[src/rtl/bcd_pkg.sv]
// Shared types and helpers for the BCD-to-binary converter.
// Holds the FSM state encoding, the digit width and the digit range check.
package bcd_pkg;

  typedef enum logic [1:0] {
    IDLE,
    SHIFT,
    DONE
  } bcd2bin_state_t;

  localparam int BCD_DIGIT_W = 4;

  function automatic logic bcd_digit_invalid(input logic [BCD_DIGIT_W-1:0] digit);
    return digit > 4'd9;
  endfunction

endpackage

[src/rtl/bcd_digit_adj.sv]
// Reverse double-dabble digit correction: subtract 3 when the digit is 8 or more.
// Purely combinational, zero latency, no flow control.
module bcd_digit_adj
  import bcd_pkg::*;
(
  input  logic [BCD_DIGIT_W-1:0] digit,
  output logic [BCD_DIGIT_W-1:0] adj
);

  // Only applied from 8 upward, so the 4-bit subtraction cannot wrap.
  assign adj = (digit >= 4'd8) ? digit - 4'd3 : digit;

endmodule

[src/rtl/bcd_to_bin.sv]
// Sequential BCD-to-binary converter using reverse double-dabble, one bit per clock.
// Result after BIN_W clocks (invalid digits: straight to DONE); no new input until the result is taken.
module bcd_to_bin
  import bcd_pkg::*;
#(
  parameter int DIGITS = 3,
  parameter int BIN_W  = 10
) (
  input  logic                          clk_i,
  input  logic                          rst_n_i,
  input  logic [DIGITS*BCD_DIGIT_W-1:0] bcd_i,
  input  logic                          in_valid_i,
  output logic                          in_ready_o,
  output logic [BIN_W-1:0]              bin_o,
  output logic                          err_o,
  output logic                          out_valid_o,
  input  logic                          out_ready_i
);

  localparam int BCD_W = DIGITS * BCD_DIGIT_W;
  localparam int CNT_W = $clog2(BIN_W + 1);
  localparam logic [CNT_W-1:0] LAST_ITER = CNT_W'(BIN_W - 1);

  bcd2bin_state_t state, state_nxt;

  logic [BCD_W-1:0]       bcd_reg;
  logic [BIN_W-1:0]       bin_reg;
  logic [CNT_W-1:0]       cnt;
  logic                   err_reg;
  logic                   in_bad;
  logic [BCD_W+BIN_W-1:0] shifted;
  logic [BCD_W-1:0]       bcd_adj;

  always_comb begin
    in_bad = 1'b0;
    for (int i = 0; i < DIGITS; i++) begin
      in_bad = in_bad | bcd_digit_invalid(bcd_i[i*BCD_DIGIT_W +: BCD_DIGIT_W]);
    end
  end

  // The bcd LSB falls into the bin MSB; digits are corrected after the shift.
  assign shifted = {bcd_reg, bin_reg} >> 1;

  for (genvar g = 0; g < DIGITS; g++) begin : g_adj
    bcd_digit_adj u_adj (
      .digit (shifted[BIN_W + g*BCD_DIGIT_W +: BCD_DIGIT_W]),
      .adj   (bcd_adj[g*BCD_DIGIT_W +: BCD_DIGIT_W])
    );
  end

  always_ff @(posedge clk_i or negedge rst_n_i) begin
    if (!rst_n_i) begin
      state <= IDLE;
    end else begin
      state <= state_nxt;
    end
  end

  always_comb begin
    state_nxt   = state;
    in_ready_o  = 1'b0;
    out_valid_o = 1'b0;
    case (state)
      IDLE: begin
        in_ready_o = 1'b1;
        if (in_valid_i) begin
          state_nxt = in_bad ? DONE : SHIFT;
        end
      end
      SHIFT: begin
        if (cnt == LAST_ITER) begin
          state_nxt = DONE;
        end
      end
      DONE: begin
        out_valid_o = 1'b1;
        if (out_ready_i) begin
          state_nxt = IDLE;
        end
      end
      default: state_nxt = IDLE;
    endcase
  end

  always_ff @(posedge clk_i or negedge rst_n_i) begin
    if (!rst_n_i) begin
      bcd_reg <= '0;
      bin_reg <= '0;
      cnt     <= '0;
      err_reg <= 1'b0;
    end else begin
      case (state)
        IDLE: begin
          if (in_valid_i) begin
            bcd_reg <= in_bad ? '0 : bcd_i;
            bin_reg <= '0;
            err_reg <= in_bad;
            cnt     <= '0;
          end
        end
        SHIFT: begin
          bcd_reg <= bcd_adj;
          bin_reg <= shifted[BIN_W-1:0];
          cnt     <= cnt + CNT_W'(1);
        end
        default: ;
      endcase
    end
  end

  assign bin_o = bin_reg;
  assign err_o = err_reg;

endmodule

[config.mk]
export PLATFORM = sky130hd
export DESIGN_NAME = bcd_to_bin
export DESIGN_NICKNAME = d
export VERILOG_FILES = /design/src/rtl/bcd_pkg.sv /design/src/rtl/bcd_digit_adj.sv /design/src/rtl/bcd_to_bin.sv
export SDC_FILE = /design/constraint.sdc
export NUM_CORES = 1
export LEC_CHECK = 0
export CORE_AREA = 2 2 68 70
export CTS_CLUSTER_DIAMETER = 120
export DETAILED_ROUTE_END_ITERATION = 12
export DIE_AREA = 0 0 70 72
export DONT_BUFFER_PORTS = 1
export SYNTH_ARGS = -nofsm -noshare
export SYNTH_HDL_FRONTEND = slang
export SYNTH_HIERARCHICAL = 1
export SYNTH_SLANG_ARGS = --single-unit
[constraint.sdc]
create_clock -name clk_i -period 2.4 [get_ports clk_i]
set_input_delay 0.36 -clock clk_i [delete_from_list [all_inputs] [get_ports clk_i]]
set_output_delay 0.36 -clock clk_i [all_outputs]
set_load 0.02 [all_outputs]
# ---- After elaboration in Yosys (flattened, before gate mapping)
# Cells that the tools add are included.
dict set report op_classes {
  div_mod_pow 0
  bitwise_logic 2
  magnitude_cmp 6
  n_addsub 4
  muxes 17
  n_eq_ne 6
  n_mul 0
  reduce_logical 5
  shifts 0
}
# cell count
set ops {}
lappend ops {{2-to-1 mux 12 bit} 2}
lappend ops {{case mux 12 bit (2 select lines)} 1}
lappend ops {{case mux 10 bit (2 select lines)} 1}
lappend ops {{2-to-1 mux 4 bit} 4}
lappend ops {{> comparator 4 bit (second input constant)} 3}
lappend ops {{2-to-1 mux 10 bit} 1}
lappend ops {{greater-or-equal comparator 4 bit (second input constant)} 2}
lappend ops {{2-to-1 mux 2 bit} 4}
lappend ops {{case mux 4 bit (2 select lines)} 1}
lappend ops {{subtractor 4 x 2 -> 4 bit (second input constant)} 2}
lappend ops {{!= test 2 bit (second input constant)} 3}
lappend ops {{case mux 2 bit (3 select lines)} 1}
lappend ops {{adder 4 x 1 -> 4 bit (second input constant)} 1}
lappend ops {{== test 4 bit (second input constant)} 1}
lappend ops {{greater-or-equal comparator 3 x 4 -> 1 bit (second input constant)} 1}
lappend ops {{AND reduction 2 bit} 2}
lappend ops {{subtractor 3 x 2 -> 4 bit (second input constant)} 1}
lappend ops {{AND reduction 3 bit} 1}
lappend ops {{== test 2 x 1 -> 1 bit (second input constant)} 1}
lappend ops {{== test 2 bit (second input constant)} 1}
lappend ops {{zero test 2 bit} 1}
lappend ops {{2-to-1 mux 1 bit} 2}
lappend ops {{bitwise OR 1 bit} 2}
lappend ops {{nonzero test 2 bit} 1}
dict set report word_totals {
  mem_bits_ro 0
  reg_bits 29
  latchBits 0
  wordCells 45
  n_memories 0
  output_inout_bits 13
  ramBits 0
}

# ---- Logic depth before layout (Yosys ltp)
dict set report logic_depth {
  depth_word 6
  mapped_depth 6
  mapped_depth_nobuf 6
}

# ---- Modules after synthesis
# The synthesis kept the hierarchy.
# mod n_inst area_per_inst_um2 seq_area_each_um2 cells_each
set modules_own_cells {}
lappend modules_own_cells {bcd_to_bin 1 1537.7 725.7 136}
lappend modules_own_cells {bcd_digit_adj 3 76.3 0.0 11}

# ---- Least setup slack after synthesis
# No wires, ideal clock.
dict set report synth_path {
  path_type {reg2reg}
  start {reg bcd_reg[1]}
  end {reg bcd_reg[1]}
  path_stages_with_launch 7
  period_less_slack_ps 1353
  path_slack_ps 1047
  required_time_ps 2263
  path_buffers 0
  arrival_ps 1216
  cell_sequence {dfrtp_1 -> inv_1 -> ha_1 -> nand2_1 -> o21ai_0 -> o32ai_1 -> a221oi_2}
}
dict set report synth_between {
  elab_chain_cells 3
}
# item line
set synth_lines {}
lappend synth_lines {{start: declaration} bcd_to_bin.sv:26} ;# logic [BCD_W-1:0] bcd_reg;
lappend synth_lines {{start signal: assignment} bcd_to_bin.sv:95} ;# bcd_reg <= in_bad ? '0 : bcd_i;
lappend synth_lines {{start signal: assignment} bcd_to_bin.sv:102} ;# bcd_reg <= bcd_adj;
lappend synth_lines {{subtractor 4 x 2 -> 4 bit / greater-or-equal comparator 4 bit (equally long branches)} bcd_digit_adj.sv:11} ;# assign adj = (digit >= 4'd8) ? digit - 4'd3 : digit;
lappend synth_lines {{2-to-1 mux 4 bit (*)} bcd_digit_adj.sv:11}
lappend synth_lines {{via bcd_adj[1]} bcd_to_bin.sv:32} ;# logic [BCD_W-1:0] bcd_adj;
lappend synth_lines {{case mux 12 bit (2 select lines) (*)} bcd_to_bin.sv:92} ;# case (state)
# Mark *: on every way through the listed nets, which the timed path passes. The rest lies on a longest branch.
# A chain may end at the register's enable or synchronous reset.

# ---- Final worst setup path
dict set report layout_path {
  start {reg state[1]}
  end {out out_valid_o}
}
dict set report layout_between {
  elab_chain_cells 2
}
# item line
set layout_lines {}
lappend layout_lines {{start: declaration} bcd_to_bin.sv:24} ;# bcd2bin_state_t state, state_nxt;
lappend layout_lines {{start signal: assignment} bcd_to_bin.sv:55} ;# state <= state_nxt;
lappend layout_lines {{== test 2 bit} bcd_to_bin.sv:63} ;# case (state)
lappend layout_lines {{2-to-1 mux 1 bit} bcd_to_bin.sv:63}
lappend layout_lines {{end: declaration} bcd_to_bin.sv:16} ;# output logic out_valid_o,
# No other way between the ends.

==> results by group <==
Clocking
  – Max clock buf depth: 2
  – H-tree Lvls: 2
  – Clock transition at path regs: 70 ps
  – Worst skew pair latency: 280 ps
  – Root buf cell: clkbuf_8
  – Clock sink count: 29
  – CTS buffer count: 5
  – Postcts setup bufs: 0
  – CTS tree: yes

GRT
  – First-pass GRT wire length: 6930 um
  – Tot GR Track Use: 17.4%
  – Initial antenna violation count: 0
  – Gr ovfl total: 0
  – Vias in the first global route: 1417
  – Largest net degree at the start of global routing: 30

Timing
  – Fin Setup TNS: 0 ps
  – Worst setup slack after layout: about 520 ps
  – Slew Limit Fails: 0
  – Peak Freq: approximately 530 MHz
  – RSZ-0062 raised after global routing: no
  – Setup Skew: 8.34 ps
  – Setup-failing EPs final: 0
  – Hold Vio Cnt, Final: 0
  – Tcrit/Tclk final: 78.2%
  – Tmin final: 1880 ps

Critical path
  – RR Startpoint: state[0]
  – Critical path cell sequence: inv_1 > nor2_1
  – Critical-path maximum fanout: 13
  – Worst EP required: 2040 ps
  – Worst reg2reg path depth: 4
  – Worst Path Arrival: roughly 1500 ps
  – Reg2Reg Setup Slack: 660 ps
  – Critical Path End Type: output pin
  – Crit-path max cell delay: ~500 ps
  – Crit path buf inv count: 1
  – R2R Path End: bcd_reg[0]
  – Worst Path Class, Setup: reg -> out
  – Critical Path Source Type: flop
  – CP max stage cell: dfrtp_1
  – Worst path top cell family by delay: flip-flops

Synth
  – Async set or reset register ratio after synthesis: 100%
  – Post-Syn Area: around 1800 um2
  – Area share of the largest cell type after synthesis: between 40% and 50%
  – Avg Cell Area, Syn: 10.5 um2
  – Number of synthesized flops with an enable pin: 0
  – Synth Warn #: 6
  – Sequential cell area fraction in the yosys report: 41.1%
  – Ranking of synthesized cells by area: dfrtp_1 41%, a221oi_2 8.5%, ha_1 5.7%
  – Post-synthesis register bit count: 29
  – Mapped Cells: 169
  – Post-synth top flop: dfrtp_1
  – Synth cell types: 33
  – Area leader, netlist: dfrtp_1

Detailed routing
  – Via count: roughly 1.4k
  – DRT iter0 DRCs: 100
  – Wirelength per Cell: 18.2 um
  – Final ANT Viol Nets: 0
  – Final WL: 4120 um
  – Drt via density: 6.06
  – Drt drc: 0
  – First-pass detailed-route iteration total: 4

Status
  – Status: complete, no violations

Die
  – Initial core utilization: approximately two fifths
  – Row count: 24
  – Die span in y: 72 um
  – Core area: roughly 4300 um2
  – # IOs: 29
  – Die Area: 5040 um2
  – Die Wd: 70 um

Pwr
  – Worst vdd ir: 0.553 mV
  – Total Power: between 2 and 3 mW
  – Leakage: 0.799 nW
  – Pwr/cell area: 1300 nW/um2

Placement
  – DP HPWL: 2820 um
  – PortBufs: 0
  – DP Area: 1790 um2
  – GPL Wtd Cong: 0.801
  – Placement Setup Slack: 694 ps

Layout
  – Design Area, Final: about 1900 um2
  – Fin nets: 198
  – Synth-to-Final Area Change: 9.56%
  – Max reg flops: 12
  – Layout cells sized above 1: 16.0%
  – Layout filler cell count: 409
  – Diodes inserted: 0

Min path
  – Type of the worst min-delay path: in -> reg
  – Hold Path Depth: 2
  – Min-delay src: bcd_i[11]
  – Hold EP: bcd_reg[11]

Flow run
  – # Max-Cap Violations: 0
routing by layer:
layer / part of all wire (%) / GRT usage (%) / vias up
li1: - / - / 649
met5: 0 / 0 / -
met3: 7.8 / 6.25 / 9
met4: 1.6 / 5.77 / 0
met2: 46 / 28.7 / 49
met1: 44 / 21.3 / 668
stage by stage:
step	cells	hold slack [ps]	utilization [%]
final	227	222	45.4
after global routing	227	227	45.4
after CTS	227	222	45.4
after detailed placement	217	65.6	42.0
after floorplan	173	64.4	-
after global placement	217	65.6	42.0
synth_stat cells (2+ instances only):
library cell	n
ha_1	8
nand2_1	10
o32ai_1	11
buf_2	7
nor2_1	2
nand3_1	2
a21oi_1	4
dfrtp_1	29
inv_1	9
buf_6	4
xor2_1	4
o21ai_1	5
nor2b_1	4
a22o_1	10
nand2b_1	4
o21ai_0	18
o22ai_1	11
xnor2_1	3
a221oi_2	10
area by class of cell:
cell class	count	area, um2	area share (%)
Clock inverter	1	30.0	1.55
Inverter	10	37.5	1.94
Clock buffer	7	86.3	4.46
Tap cell	52	65.1	3.36
Multi-Input combinational cell	122	931	48.1
Timing Repair Buffer	6	60.1	3.10
Sequential cell	29	726	37.5
kinds of logic after synthesis:
family | count (synthesis) | synth area share, %
simple gates | 25 | 7.65
other cells | 1 | 0.212
buf+inv | 22 | 7.08
mux | 1 | 0.637
xor+xnor | 7 | 3.47
fa+ha+maj | 8 | 5.67
compound gates | 76 | 34.2
flops | 29 | 41.1
worst register-to-register path: cells and delay by family (launching register included):
family | cells | cell delay (ps)
AO/OA/AOI/OAI | 2 | 510
buffers and inverters | 2 | 620
flip-flops | 1 | 500
how the worst max path moves through the flow:
stage,to,startpoint,cells after the start
global route,out_valid_o,state[1],2
finish,out_valid_o,state[1],2
floorplan,bcd_reg[1],bcd_reg[1],6
detailed placement,bcd_reg[0],state[0],4
global placement,bcd_reg[0],state[0],4
CTS,out_valid_o,state[1],2
layout by cell type (no fill, tap or decap), drive strengths merged:
cell / instances
a21oi: 4
a221oi: 11
a22o: 10
a22oi: 1
a41oi: 1
buf: 5
bufinv: 1
clkbuf: 7
conb: 5
dfrtp: 29
dlygate4sd3: 1
ha: 8
inv: 10
mux2: 1
nand2: 10
nand2b: 6
nand3: 2
nor2: 2
nor2b: 4
nor3b: 1
o21ai: 23
o21bai: 1
o22ai: 11
o311a: 1
o31ai: 2
o32ai: 11
xnor2: 3
xor2: 4
timing repair:
action,4_1_cts,5_1_grt
endpoints found under the hold margin,29,0
hold buffers,2,0
gates resized for setup,0,0
where the power goes:
part	leakage [nW]	switching [mW]	internal, mW
registers	0.379	0.253	0.641
clock network	0.0585	0.194	0.338
logic	0.361	0.623	0.458
total	0.799	1.07	1.44
Note: power is estimated with default switching activity, not from simulation.
